File: src/rtl/alu_pkg.sv
// ALU control codes and execute-stage FSM encodings, shared with the ALU control decoder.
// Latency: none (declarations only).
// Backpressure: not applicable.
package alu_pkg;

  localparam logic [3:0] ALU_ADD  = 4'b0000;
  localparam logic [3:0] ALU_SUB  = 4'b0001;
  localparam logic [3:0] ALU_AND  = 4'b0010;
  localparam logic [3:0] ALU_OR   = 4'b0011;
  localparam logic [3:0] ALU_SLT  = 4'b0101;
  localparam logic [3:0] ALU_SLTU = 4'b0110;
  localparam logic [3:0] ALU_SLL  = 4'b0111;
  localparam logic [3:0] ALU_SRL  = 4'b1000;
  localparam logic [3:0] ALU_SRA  = 4'b1001;

  typedef enum logic {
    ST_IDLE  = 1'b0,
    ST_SHIFT = 1'b1
  } state_t;

  // True for the three ops that go through the iterative shifter.
  function automatic logic is_shift(input logic [3:0] ctrl);
    return (ctrl == ALU_SLL) || (ctrl == ALU_SRL) || (ctrl == ALU_SRA);
  endfunction

endpackage

File: src/rtl/alu_shift_iter.sv
// Iterative 1-bit-per-cycle shifter: working register, down-counter and done flag.
// Latency: one cycle per shift position after load; done_o is high whenever the count is zero.
// Backpressure: the parent simply stops stepping; the value holds once the count reaches zero.
module alu_shift_iter
  import alu_pkg::*;
#(
  parameter int WIDTH = 32,
  parameter int SHW   = $clog2(WIDTH)
) (
  input  logic             clk,
  input  logic             reset,
  input  logic             clear_i,
  input  logic             load_i,
  input  logic             step_i,
  input  logic [3:0]       op_i,
  input  logic [WIDTH-1:0] val_i,
  input  logic [SHW-1:0]   cnt_i,
  output logic [WIDTH-1:0] val_o,
  output logic             done_o
);

  logic [WIDTH-1:0] work_q;
  logic [WIDTH-1:0] work_d;
  logic [SHW-1:0]   cnt_q;
  logic [3:0]       op_q;

  // One-position shift of the working value for the latched op.
  always_comb begin
    work_d = work_q;
    case (op_q)
      ALU_SLL: work_d = {work_q[WIDTH-2:0], 1'b0};
      ALU_SRL: work_d = {1'b0, work_q[WIDTH-1:1]};
      ALU_SRA: work_d = {work_q[WIDTH-1], work_q[WIDTH-1:1]};
      default: work_d = work_q;
    endcase
  end

  // Load on start, otherwise step while positions remain; flush aborts and clears the count.
  always_ff @(posedge clk) begin
    if (reset || clear_i) begin
      work_q <= '0;
      cnt_q  <= '0;
      op_q   <= ALU_ADD;
    end else if (load_i) begin
      work_q <= val_i;
      cnt_q  <= cnt_i;
      op_q   <= op_i;
    end else if (step_i && (cnt_q != '0)) begin
      work_q <= work_d;
      cnt_q  <= cnt_q - SHW'(1);
    end
  end

  assign val_o  = work_q;
  assign done_o = (cnt_q == '0);

endmodule

File: src/rtl/alu_execute_unit.sv
// Execute stage: single-cycle ALU ops plus iterative shifts, results and flags registered for EX/MEM.
// Latency: 1 cycle for non-shift ops and zero shifts; shamt+1 cycles for shifts.
// Backpressure: valid/ready; output registers hold while out_valid && !out_ready, in_ready drops.
module alu_execute_unit
  import alu_pkg::*;
#(
  parameter int WIDTH = 32,
  parameter int SHW   = $clog2(WIDTH)
) (
  input  logic             clk,
  input  logic             reset,
  input  logic             flush,
  input  logic             in_valid,
  output logic             in_ready,
  input  logic [3:0]       alu_ctrl,
  input  logic [1:0]       be_in,
  input  logic [4:0]       rd_in,
  input  logic [WIDTH-1:0] src_a,
  input  logic [WIDTH-1:0] src_b,
  output logic             out_valid,
  input  logic             out_ready,
  output logic [WIDTH-1:0] result,
  output logic             zero,
  output logic             lt,
  output logic             ltu,
  output logic [1:0]       be_out,
  output logic [4:0]       rd_out,
  output logic             busy
);

  state_t           state_q;
  logic             out_valid_q;
  logic [WIDTH-1:0] result_q;
  logic             zero_q, lt_q, ltu_q;
  logic [1:0]       be_q;
  logic [4:0]       rd_q;
  // Side-band of the op sitting in the shifter, kept apart so a held result stays intact.
  logic             pend_lt_q, pend_ltu_q;
  logic [1:0]       pend_be_q;
  logic [4:0]       pend_rd_q;

  logic             slot_free, accept, start_shift, lt_c, ltu_c, sh_done;
  logic [SHW-1:0]   shamt;
  logic [WIDTH-1:0] alu_res, sh_val;

  assign slot_free   = !out_valid_q || out_ready;
  assign in_ready    = (state_q == ST_IDLE) && slot_free && !flush;
  assign accept      = in_valid && in_ready;
  assign shamt       = src_b[SHW-1:0];
  assign start_shift = accept && is_shift(alu_ctrl) && (shamt != '0);
  assign lt_c        = $signed(src_a) < $signed(src_b);
  assign ltu_c       = src_a < src_b;

  // Single-cycle ALU; shifts land here only with a zero amount, which passes src_a through.
  always_comb begin
    alu_res = '0;
    case (alu_ctrl)
      ALU_ADD:  alu_res = src_a + src_b;
      ALU_SUB:  alu_res = src_a + ~src_b + {{(WIDTH-1){1'b0}}, 1'b1};
      ALU_AND:  alu_res = src_a & src_b;
      ALU_OR:   alu_res = src_a | src_b;
      ALU_SLT:  alu_res = {{(WIDTH-1){1'b0}}, lt_c};
      ALU_SLTU: alu_res = {{(WIDTH-1){1'b0}}, ltu_c};
      ALU_SLL, ALU_SRL, ALU_SRA: alu_res = src_a;
      default:  alu_res = '0;
    endcase
  end

  alu_shift_iter #(.WIDTH(WIDTH), .SHW(SHW)) u_shift (
    .clk     (clk),
    .reset   (reset),
    .clear_i (flush),
    .load_i  (start_shift),
    .step_i  (state_q == ST_SHIFT),
    .op_i    (alu_ctrl),
    .val_i   (src_a),
    .cnt_i   (shamt),
    .val_o   (sh_val),
    .done_o  (sh_done)
  );

  // FSM and output registers: drain on out_ready, load on completion, flush aborts.
  always_ff @(posedge clk) begin
    if (reset) begin
      state_q     <= ST_IDLE;
      out_valid_q <= 1'b0;
      result_q    <= '0;
      zero_q      <= 1'b0;
      lt_q        <= 1'b0;
      ltu_q       <= 1'b0;
      be_q        <= '0;
      rd_q        <= '0;
      pend_lt_q   <= 1'b0;
      pend_ltu_q  <= 1'b0;
      pend_be_q   <= '0;
      pend_rd_q   <= '0;
    end else if (flush) begin
      state_q     <= ST_IDLE;
      out_valid_q <= 1'b0;
    end else begin
      if (out_valid_q && out_ready) out_valid_q <= 1'b0;
      case (state_q)
        ST_IDLE: begin
          if (start_shift) begin
            state_q    <= ST_SHIFT;
            pend_lt_q  <= lt_c;
            pend_ltu_q <= ltu_c;
            pend_be_q  <= be_in;
            pend_rd_q  <= rd_in;
          end else if (accept) begin
            out_valid_q <= 1'b1;
            result_q    <= alu_res;
            zero_q      <= (alu_res == '0);
            lt_q        <= lt_c;
            ltu_q       <= ltu_c;
            be_q        <= be_in;
            rd_q        <= rd_in;
          end
        end
        ST_SHIFT: begin
          if (sh_done && slot_free) begin
            state_q     <= ST_IDLE;
            out_valid_q <= 1'b1;
            result_q    <= sh_val;
            zero_q      <= (sh_val == '0);
            lt_q        <= pend_lt_q;
            ltu_q       <= pend_ltu_q;
            be_q        <= pend_be_q;
            rd_q        <= pend_rd_q;
          end
        end
        default: state_q <= ST_IDLE;
      endcase
    end
  end

  assign out_valid = out_valid_q;
  assign result    = result_q;
  assign zero      = zero_q;
  assign lt        = lt_q;
  assign ltu       = ltu_q;
  assign be_out    = be_q;
  assign rd_out    = rd_q;
  assign busy      = (state_q == ST_SHIFT);

endmodule

File: config.mk
export PLATFORM = sky130hd
export DESIGN_NAME = alu_execute_unit
export DESIGN_NICKNAME = d
export VERILOG_FILES = /design/src/rtl/alu_pkg.sv /design/src/rtl/alu_shift_iter.sv /design/src/rtl/alu_execute_unit.sv
export SDC_FILE = /design/constraint.sdc
export NUM_CORES = 1
export LEC_CHECK = 0
export ABC_AREA = 0
export CAP_MARGIN = 10
export CORE_ASPECT_RATIO = 0.9
export CORE_MARGIN = 5
export CORE_UTILIZATION = 55
export CTS_CLUSTER_SIZE = 14
export DETAILED_ROUTE_END_ITERATION = 16
export DONT_BUFFER_PORTS = 1
export PLACE_DENSITY = 0.7
export RECOVER_POWER = 100
export SLEW_MARGIN = 20
export SYNTH_ARGS = -nofsm -noshare
export SYNTH_HDL_FRONTEND = slang
export SYNTH_SLANG_ARGS = --single-unit
File: constraint.sdc
create_clock -name clk -period 5.5 [get_ports clk]
set_clock_uncertainty 0.2 [all_clocks]
set_input_delay 0.825 -clock clk [delete_from_list [all_inputs] [get_ports clk]]
set_output_delay 0.825 -clock clk [all_outputs]
set_load 0.005 [all_outputs]
==> impl_metrics.ini <==
[outcome]
status = complete, but fails checks
violations = max-capacitance violations, max-slew violations

[finish]
final_nets = 1503
n_antenna_cell = 0
final_cell_mix = nand2_1 (172), a21oi_1 (157), ha_1 (115), inv_1 (109), nor2_1 (107)
drive_gt1_share_pct = 3.509
instances_no_fill = 1551
layout_commonest_cell = nand2_1
area_growth_pct = 3.434

[synth]
synth_cell_types = 73
yosys_warnings = 0
synth_cells = 1380
ys_async_sr_fraction_pct = 0
seq_area_frac_synth_pct = 18.99
synth_fp_nets = 1577
syn_area_per_cell_um2 = 7.181
synth_seq_cells = 94
ys.flop_type = dfxtp_1
syn_area_um2 = 9910
synth_edf_count = 0

[floorplan]
start_util_pct = 56.08
rows = 46
core_area_um2 = 17670
num_io_pins = 125
die-area_um2 = 20810
dieHeight_um = 137.3
die_w_um = 151.5

[grt]
grt_pass1_wl_um = 52270
first_global_vias = 9287
overflow = 0
grt_antenna_before_repair = 0
grt_usage_pct = 31.72
grt_start_max_net_pins = 57

[critical_path]
critPathKind = input pin to register
cp_max_fo = 34
cpMaxStageDelayCell = o21ai_2
cp.arrival_ns = 4.85
rr_startpoint = busy
end_kind = register
crit_path_max_incr_delay_ns = 1.12
critPathRequiredTime_ns = 5.56
start_kind = input pin
path_cells = nor2b_1 -> a32o_1 -> a21boi_0 -> nand3_1 -> o21ai_2 -> o211ai_1 -> a21oi_1
cp-startpoint = alu_ctrl[2]

[timing]
fin_crit_ns = 4.792
finalSetupViolations = 0
fmax_ghz = 0.2087
fin_crit_sh_pct = 87.14
tns_ns = 0
final_hold_viol_count = 0
relSlewSlack_pct = -23.61
finalMaxSlewViolations = 74
rsz0062_at_grt = false
worstMarginPinSlew_ns = 1.854

[cts]
cts_resized = 0
clock_sinks = 94
cts_buffers = 9
htree_levels = 3
cts_tree = built
cts_hold_buffers = 0
post_cts_buffers = 0
clockRootBuffer = clkbuf_16
worstSkewPairLatency_ns = 0.34
clk_pin_slew_worst_paths_ns = 0.07
ctsLongestPathBuffers = 2

[pwr]
vdd_drop_max_v = 0.0001423
leakage_nw = 4.107
p_sw_uw = 673.7
switching_share_pct = 34.35
clkPwrFrac_pct = 32.8
p_per_area_nw_per_um2 = 191.4
internal-power_mw = 1.288
p_seq_share_pct = 36.2
p_comb_share_pct = 30.9

[hold_path]
min_path_type = register to register
min_from = pend_be_q[1]

[route]
wl_per_cell_um = 21.91
wl_um = 33980
drc = 0
drtPass1Iterations = 6
num_vias = 10195
ant_nets = 0
drt_iter0_markers = 1141
viasPerCell = 6.573

[placement]
gp_congestion = 1.072
io_buffers = 0
dp_cells = 1535
dp_hpwl_um = 25860

[run]
drv_cap = 2
## worst max-delay path: cells and delay by family
| family | cells | cell delay [ns] |
|---|---|---|
| simple gates | 2 | 1.21 |
| compound gates | 5 | 2.80 |
## registers in the layout, summed over array words and instances, names as in the netlist
register       count
be_out             2
busy               1
lt                 1
ltu                1
out_valid          1
pend_be_q          2
pend_lt_q          1
pend_ltu_q         1
pend_rd_q          5
rd_out             5
result            32
u_shift.cnt_q      5
u_shift.op_q       4
u_shift.val_o     32
zero               1
## power by group through the flow
stage	Clock, mW	Sequential (mW)	Combinational (mW)
after floorplan	0	0.722	0.457
after global placement	0	0.726	0.588
after detailed placement	0	0.727	0.588
after CTS	0.650	0.711	0.592
after global routing	0.678	0.712	0.660
final	0.644	0.711	0.607
## synth_stat cells, types with 7 or more instances
library cell,n,share of area [%]
nor2b_1,8,0.51
o21a_1,10,0.76
nand4_1,10,0.63
clkbuf_1,82,3.1
xnor2_1,22,1.9
a211o_1,8,0.71
nor4_1,24,1.5
o21ai_0,46,2.3
a211oi_1,30,2.3
a21oi_1,157,7.9
nand2_1,172,6.5
o221ai_1,17,1.5
o41ai_1,7,0.62
buf_1,11,0.42
o211ai_1,58,4.4
a221oi_1,11,0.97
o2111ai_1,9,0.80
a31oi_1,16,1.0
nand2b_1,20,1.3
o31ai_1,8,0.61
nor3_1,25,1.3
dfxtp_1,94,19
or3_1,10,0.63
mux2i_1,46,4.6
a22oi_1,21,1.6
a21o_1,9,0.68
nor2_1,108,4.1
nand3_1,23,1.2
ha_1,115,15
inv_1,109,4.1
o21bai_1,11,0.83
## routing by layer
metal	track usage (%)	wire (µm)	vias up	part of all wire (%)
met1	44.06	14400	4775	42
met4	10.23	1203	0	3.5
li1	-	-	4846	-
met5	0	0	-	0
met2	49.64	15120	493	44
met3	6.086	3260	81	9.6
## per-stage QoR
step                setup slack [ns]  hold slack (ns)  area (µm²)  util (%)  power, mW
finish                        0.7075           0.2505       10250     58.01      1.961
global route                  0.5199           0.2648       10250     58.01      2.050
CTS                            1.064           0.2490       10280     58.19      1.952
detailed placement            0.7615           0.2401        9972     56.44      1.315
global placement              0.7357           0.2359        9972     56.44      1.314
floorplan                      1.386           0.2360        9910         -      1.179
## final timing paths
kind	endpoint	slack, ns	depth (start not counted)
worst min-delay path	pend_be_q[1]	0.25	2
worst max register to register	u_shift.val_o[4]	1.41	5
worst min register to register	pend_be_q[1]	0.25	2
worst max-delay path	u_shift.val_o[4]	0.71	7
## area by class of cell
| class | instances | area (µm²) |
|---|---|---|
| clock inverter | 4 | 52.55 |
| clock buffer | 12 | 256.5 |
| multi-input combinational | 1078 | 7251 |
| sequential | 94 | 1882 |
| timing repair buffer | 14 | 98.84 |
| fill | 1747 | 7420 |
| tap | 240 | 300.3 |
| inverter | 109 | 409.1 |
## kinds of logic (layout without fill, tap and decap cells)
logic type / count (synthesis) / count (layout) / synth area share (%)
AO/OA/AOI/OAI: 459 / 459 / 31.11
AND/OR/NAND/NOR: 429 / 429 / 19.90
buffers and inverters: 208 / 139 / 8.018
adder cells (fa/ha/maj): 117 / 117 / 14.92
multiplexers: 47 / 47 / 4.760
flip-flops: 94 / 94 / 18.99
XOR/XNOR: 26 / 26 / 2.298
(Power assumes the default switching activity.)
